## config.mk

```make
export PLATFORM = sky130hd
export DESIGN_NAME = pipeline_hazard_ctrl
export DESIGN_NICKNAME = d
export VERILOG_FILES = /design/src/rtl/pipeline_hazard_ctrl.sv
export SDC_FILE = /design/constraint.sdc
export NUM_CORES = 1
export LEC_CHECK = 0
export BUFFER_PORTS_ARGS = -buffer_cell sky130_fd_sc_hd__buf_2
export CORE_ASPECT_RATIO = 1.5
export CORE_MARGIN = 4
export CORE_UTILIZATION = 45
export CTS_BUF_LIST = sky130_fd_sc_hd__clkbuf_4 sky130_fd_sc_hd__clkbuf_8
export CTS_CLUSTER_SIZE = 12
export DETAILED_ROUTE_END_ITERATION = 16
export HOLD_SLACK_MARGIN = 0.08
export PLACE_DENSITY = 0.76
export SKIP_CTS_REPAIR_TIMING = 1
export SLEW_MARGIN = 30
export SYNTH_ARGS = -nofsm -noshare
export SYNTH_HDL_FRONTEND = slang
export SYNTH_SLANG_ARGS = --single-unit
```

## constraint.sdc

```tcl
create_clock -name clk_i -period 1.67 [get_ports clk_i]
set_input_delay 0.167 -clock clk_i [delete_from_list [all_inputs] [get_ports clk_i]]
set_output_delay 0.167 -clock clk_i [all_outputs]
set_load 0.02 [all_outputs]
```

## src/rtl/pipeline_hazard_ctrl.sv

```systemverilog
// Sequencing/hazard controller for a 5-stage pipeline: stalls, flushes and E-stage forwarding.
// Define HAZARD_PERF_CNT_EN to add stall-cycle and flush-event performance counters.
module pipeline_hazard_ctrl #(
    parameter int unsigned REG_ADDR_WIDTH     = 5,
    parameter int unsigned RESET_FLUSH_CYCLES = 4,
    parameter int unsigned MAX_MEM_WAIT       = 15
) (
    input  logic                      clk_i,
    input  logic                      rst_i,
    input  logic [REG_ADDR_WIDTH-1:0] rs1D_i,
    input  logic [REG_ADDR_WIDTH-1:0] rs2D_i,
    input  logic [REG_ADDR_WIDTH-1:0] rs1E_i,
    input  logic [REG_ADDR_WIDTH-1:0] rs2E_i,
    input  logic [REG_ADDR_WIDTH-1:0] rdE_i,
    input  logic [REG_ADDR_WIDTH-1:0] rdM_i,
    input  logic [REG_ADDR_WIDTH-1:0] rdW_i,
    input  logic                      result_srcE_i,
    input  logic                      reg_writeM_i,
    input  logic                      reg_writeW_i,
    input  logic                      pc_srcE_i,
    input  logic                      mem_reqM_i,
    input  logic                      mem_ready_i,
    output logic                      stallF_o,
    output logic                      stallD_o,
    output logic                      stallE_o,
    output logic                      stallM_o,
    output logic                      flushD_o,
    output logic                      flushE_o,
    output logic                      flushW_o,
    output logic [1:0]                forward_aE_o,
    output logic [1:0]                forward_bE_o,
    output logic                      mem_timeout_o
`ifdef HAZARD_PERF_CNT_EN
    ,
    output logic [31:0]               stall_cycles_o,
    output logic [31:0]               flush_events_o
`endif
);

    localparam int unsigned CLR_W  = 4;
    localparam int unsigned WAIT_W = 8;
    localparam int unsigned FWD_W  = 2;

    localparam logic [CLR_W-1:0]  CLR_LAST = CLR_W'(RESET_FLUSH_CYCLES - 1);
    localparam logic [WAIT_W-1:0] WAIT_MAX = WAIT_W'(MAX_MEM_WAIT);
    localparam logic [WAIT_W-1:0] WAIT_SAT = '1;

    localparam logic [FWD_W-1:0] FWD_RF = 2'b00;
    localparam logic [FWD_W-1:0] FWD_W_RES = 2'b01;
    localparam logic [FWD_W-1:0] FWD_M_ALU = 2'b10;

    typedef enum logic [1:0] {
        ST_CLEAR = 2'd0,
        ST_RUN   = 2'd1,
        ST_WAIT  = 2'd2
    } state_e;

    state_e              state_q, state_d;
    logic [CLR_W-1:0]    clr_q, clr_d;
    logic [WAIT_W-1:0]   wait_q, wait_d;
    logic                timeout_q, timeout_d;

    logic mem_stall_c;
    logic load_use_c;

    // A held memory access stalls from the first miss cycle until ready returns.
    assign mem_stall_c = ((state_q == ST_RUN) && mem_reqM_i && !mem_ready_i) ||
                         ((state_q == ST_WAIT) && !mem_ready_i);

    assign load_use_c = result_srcE_i && (rdE_i != '0) &&
                        ((rdE_i == rs1D_i) || (rdE_i == rs2D_i));

    function automatic logic [FWD_W-1:0] fwd_sel(
        input logic [REG_ADDR_WIDTH-1:0] rs,
        input logic                      wr_m,
        input logic [REG_ADDR_WIDTH-1:0] rd_m,
        input logic                      wr_w,
        input logic [REG_ADDR_WIDTH-1:0] rd_w
    );
        if (wr_m && (rd_m != '0) && (rd_m == rs)) begin
            return FWD_M_ALU;
        end
        if (wr_w && (rd_w != '0) && (rd_w == rs)) begin
            return FWD_W_RES;
        end
        return FWD_RF;
    endfunction

    // State and counter registers.
    always_ff @(posedge clk_i) begin
        if (rst_i) begin
            state_q   <= ST_CLEAR;
            clr_q     <= '0;
            wait_q    <= '0;
            timeout_q <= 1'b0;
        end else begin
            state_q   <= state_d;
            clr_q     <= clr_d;
            wait_q    <= wait_d;
            timeout_q <= timeout_d;
        end
    end

    // Next-state and counter update.
    always_comb begin
        state_d = state_q;
        clr_d   = clr_q;
        wait_d  = wait_q;
        case (state_q)
            ST_CLEAR: begin
                if (clr_q == CLR_LAST) begin
                    state_d = ST_RUN;
                    clr_d   = '0;
                end else begin
                    clr_d = clr_q + CLR_W'(1);
                end
            end
            ST_RUN: begin
                if (mem_stall_c) begin
                    state_d = ST_WAIT;
                    wait_d  = WAIT_W'(1);
                end
            end
            ST_WAIT: begin
                if (!mem_ready_i) begin
                    wait_d = (wait_q == WAIT_SAT) ? wait_q : wait_q + WAIT_W'(1);
                end else begin
                    state_d = ST_RUN;
                    wait_d  = '0;
                end
            end
            default: begin
                state_d = ST_CLEAR;
                clr_d   = '0;
                wait_d  = '0;
            end
        endcase
        timeout_d = timeout_q | (wait_d == WAIT_MAX);
    end

    // Pipeline control outputs; memory stall outranks branch, branch outranks load-use.
    always_comb begin
        stallF_o     = 1'b0;
        stallD_o     = 1'b0;
        stallE_o     = 1'b0;
        stallM_o     = 1'b0;
        flushD_o     = 1'b0;
        flushE_o     = 1'b0;
        flushW_o     = 1'b0;
        forward_aE_o = FWD_RF;
        forward_bE_o = FWD_RF;
        case (state_q)
            ST_CLEAR: begin
                stallF_o = 1'b1;
                flushD_o = 1'b1;
                flushE_o = 1'b1;
                flushW_o = 1'b1;
            end
            ST_RUN, ST_WAIT: begin
                forward_aE_o = fwd_sel(rs1E_i, reg_writeM_i, rdM_i, reg_writeW_i, rdW_i);
                forward_bE_o = fwd_sel(rs2E_i, reg_writeM_i, rdM_i, reg_writeW_i, rdW_i);
                if (mem_stall_c) begin
                    stallF_o = 1'b1;
                    stallD_o = 1'b1;
                    stallE_o = 1'b1;
                    stallM_o = 1'b1;
                    flushW_o = 1'b1;
                end else if (pc_srcE_i) begin
                    flushD_o = 1'b1;
                    flushE_o = 1'b1;
                end else if (load_use_c) begin
                    stallF_o = 1'b1;
                    stallD_o = 1'b1;
                    flushE_o = 1'b1;
                end
            end
            default: ;
        endcase
    end

    assign mem_timeout_o = timeout_q;

`ifdef HAZARD_PERF_CNT_EN
    localparam int unsigned PERF_W = 32;

    logic [PERF_W-1:0] stall_cnt_q;
    logic [PERF_W-1:0] flush_cnt_q;

    // Saturating event counters, idle during the post-reset clear.
    always_ff @(posedge clk_i) begin
        if (rst_i) begin
            stall_cnt_q <= '0;
            flush_cnt_q <= '0;
        end else if (state_q != ST_CLEAR) begin
            if (stallF_o && (stall_cnt_q != '1)) begin
                stall_cnt_q <= stall_cnt_q + PERF_W'(1);
            end
            if (flushE_o && (flush_cnt_q != '1)) begin
                flush_cnt_q <= flush_cnt_q + PERF_W'(1);
            end
        end
    end

    assign stall_cycles_o = stall_cnt_q;
    assign flush_events_o = flush_cnt_q;
`endif

endmodule

```

==> summary.txt <==
Status
  • Status: finished, violations left
  • Failing checks: setup timing

Final layout
  • FF+latch area: 302.8 um2
  • Multi-input combinational cell area: 1256 um2
  • Area Overhead vs Synth: 59.26%
  • Proportion of layout cells with a drive suffix above 1: 49.05%
  • Final #Nets: 314
  • Fin area: 2270 um2
  • N_diodes: 0
  • Fillers: 218

Critical path
  • Worst stage delay on the critical path: 0.57 ns
  • Crit-path cells: inv_2 -> ha_4 -> o211ai_1 -> or4_4 -> nor4_4 -> buf_4
  • Critical path buffers and inverters: 2
  • Setup crit end kind: output pin
  • Slowest CP cell: or4_4
  • Crit path max-delay family: simple AND/OR/NAND/NOR gates
  • Arrival time worst endpoint: 1.94 ns
  • Worst Path Required: 1.50 ns
  • Max FO, Critical Path: 3
  • Setup crit start kind: register
  • WS Path Type: reg -> out

Clock network
  • # clock sinks: 15
  • H-tree levels: 1
  • Worst-path clk slew: 0.06 ns
  • CTS buffer count: 3
  • TritonCTS clock tree: yes
  • Skew-Pair Late Insertion Delay: 0.26 ns
  • Root Driver: clkbuf_8
  • Max Root-Sink Buffers: 2

STA
  • Slew margin rel.: 73.18%
  • Setup_tns: -3.393 ns
  • Final worst slack: -0.4347 ns
  • Final setup fails: 15
  • Highest clock rate: 475.1 MHz
  • Period minus WS final: 2.105 ns
  • Measured slew at the worst slew-check pin: 0.3990 ns
  • Post-route clock period utilization: 126.0%
  • Worst Skew: 0.006176 ns
  • Fin. Hold Viols: 0
  • Max Slew Vio Count: 0
  • RSZ-0062 raised after global routing: yes

Floorplan
  • Die height: 76.92 um
  • IO Count: 55
  • Initial Utilization: 47.94%
  • Num rows: 24
  • Core area: 2973 um2
  • Die span in x: 53.95 um
  • Total die area: 4150 um2

Global route
  • Antenna violations before repair: 0
  • Number of global-route vias before repair: 1704
  • First-pass GRT wire length: 7417 um
  • GRT Total Usage: 23.39%
  • Largest net degree at the start of global routing: 12
  • GRT Residual Overflow: 0

Synth
  • Largest cells by area after synthesis: dfxtp_1 (21%), xnor2_1 (11%), xor2_1 (8.6%), ha_1 (6.1%), nor2_1 (3.2%)
  • Post-synth EDFFs: 0
  • Distinct cells, synth: 46
  • Async SR Flop Fraction: 0%
  • Post-synthesis compound-gate area fraction: 21.07%
  • Avg Inst Size Synth: 8.144 um2
  • Synth Area in XOR/XNOR: 19.67%
  • Largest family of logic cells by synthesized area: simple AND/OR/NAND/NOR gates
  • Yosys reg bits: 15
  • Synth Area in Adders: 6.146%
  • Synth Area in Simple Gates: 25.99%
  • Syn nets: 225
  • Register area share after synthesis: 21.07%
  • Post-Synthesis Cells: 175
  • Yosys warns: 0
  • Post-synth top area share: 21.07%
  • Dominant cell type by area after synthesis: dfxtp_1
  • Netlist Area Pre-Place: 1425 um2
  • Most common flop cell mapped by yosys: dfxtp_1
  • Proportion of synthesized area in mux cells: 1.405%

Place
  • RePlAce Congestion: 0.8867
  • Final HPWL DP: 3734 um
  • DP Area: 2021 um2
  • Number of port buffers: 54

Detailed routing
  • WL final: 4997 um
  • Via-to-Cell Ratio: 5.669
  • DRC: 0
  • Detail Route Antenna Nets: 0
  • 1st-pass router iterations: 4
  • Routed vias: 1712
  • Average wire per standard cell: 16.55 um
  • DR iter-0 viols: 63

Power
  • Power per standard cell area: 708.3 nW/um2
  • Max rail drop VDD: 0.7892 mV
  • LEAKAGE: 0.9492 nW

Worst hold path
  • Hold Path Class: in -> reg

Flow run
  • Max-Cap Viols: 0
## Yosys cell counts (3+ instances only)
| cell | n |
|---|---|
| xnor2_1 | 18 |
| dfxtp_1 | 15 |
| xor2_1 | 14 |
| nor2_1 | 12 |
| inv_1 | 8 |
| nand2_1 | 8 |
| ha_1 | 7 |
| and2_1 | 6 |
| and3_1 | 6 |
| nand3_1 | 6 |
| o21ai_0 | 6 |
| a21oi_1 | 4 |
| nand4_1 | 4 |
| nor4_1 | 4 |
| or3_1 | 4 |
| or4_1 | 4 |
| a31oi_1 | 3 |
| a41oi_1 | 3 |
| o22ai_1 | 3 |
| o31ai_1 | 3 |
## report_power, final
group	switching [mW]	leakage, nW	internal, mW
Combinational	0.444	0.801	0.413
Sequential	0.0307	0.122	0.395
Clock	0.139	0.0262	0.186
## area by class of cell
cell class	instances	area share, %
repair buffers	90	25.69
well taps	39	2.150
clock buffers	4	2.150
multi-input cells	146	55.35
inverters	8	1.323
flip-flops and latches	15	13.34
## placed cells by master, fill, tap and decap left out, types with 3 or more instances in the layout
master / instances
o21ai_0: 5
nand2_1: 8
xnor2_1: 18
inv_1: 5
xor2_1: 14
and3_1: 6
nand4_1: 4
buf_2: 48
buf_4: 37
dfxtp_1: 13
or3_1: 3
nand3_1: 5
clkbuf_8: 3
inv_2: 3
nor2_1: 11
buf_6: 4
nor4_4: 3
ha_1: 4
and2_1: 6
## registers in the layout, indices dropped and copies added, names as in the netlist
signal,cells
state_q,2
wait_q,8
mem_timeout_o,1
clr_q,4
## path summary, 6_finish.rpt
kind	cells after the start	slack (ns)	start	to
hold / removal	2	0.24	rst_i	state_q[1]
setup reg to reg	8	-0.31	state_q[1]	mem_timeout_o
hold reg to reg	2	0.49	mem_timeout_o	mem_timeout_o
setup / recovery	6	-0.43	state_q[1]	forward_aE_o[0]
## cell families after synthesis
family	after synthesis
multiplexers	2
adder cells (fa/ha/maj)	7
flip-flops	15
AO/OA/AOI/OAI	40
AND/OR/NAND/NOR	65
buffers and inverters	14
XOR/XNOR	32
## metrics by stage
stage	total power [mW]	hold slack (ns)	cells	utilization (%)	setup slack [ns]
after global placement	1.139	0.4516	292	67.97	-0.1635
after detailed placement	1.145	0.4860	292	67.97	-0.1873
after CTS	1.471	0.2363	296	69.61	-0.4169
after floorplan	0.8849	0.3450	175	-	-0.1382
final	1.608	0.2445	302	76.35	-0.4347
after global routing	1.703	0.2733	302	76.35	-0.5178
## routing by layer
metal	wire [um]	global-route usage, %	part of all wire [%]	vias up
met2	2788	41.50	56	78
met3	350	4.264	7.0	13
met1	1737	23.54	35	801
met4	121	14.07	2.4	0
met5	0	0	0	-
li1	-	-	-	820
Power figures use the tool's default switching activity.
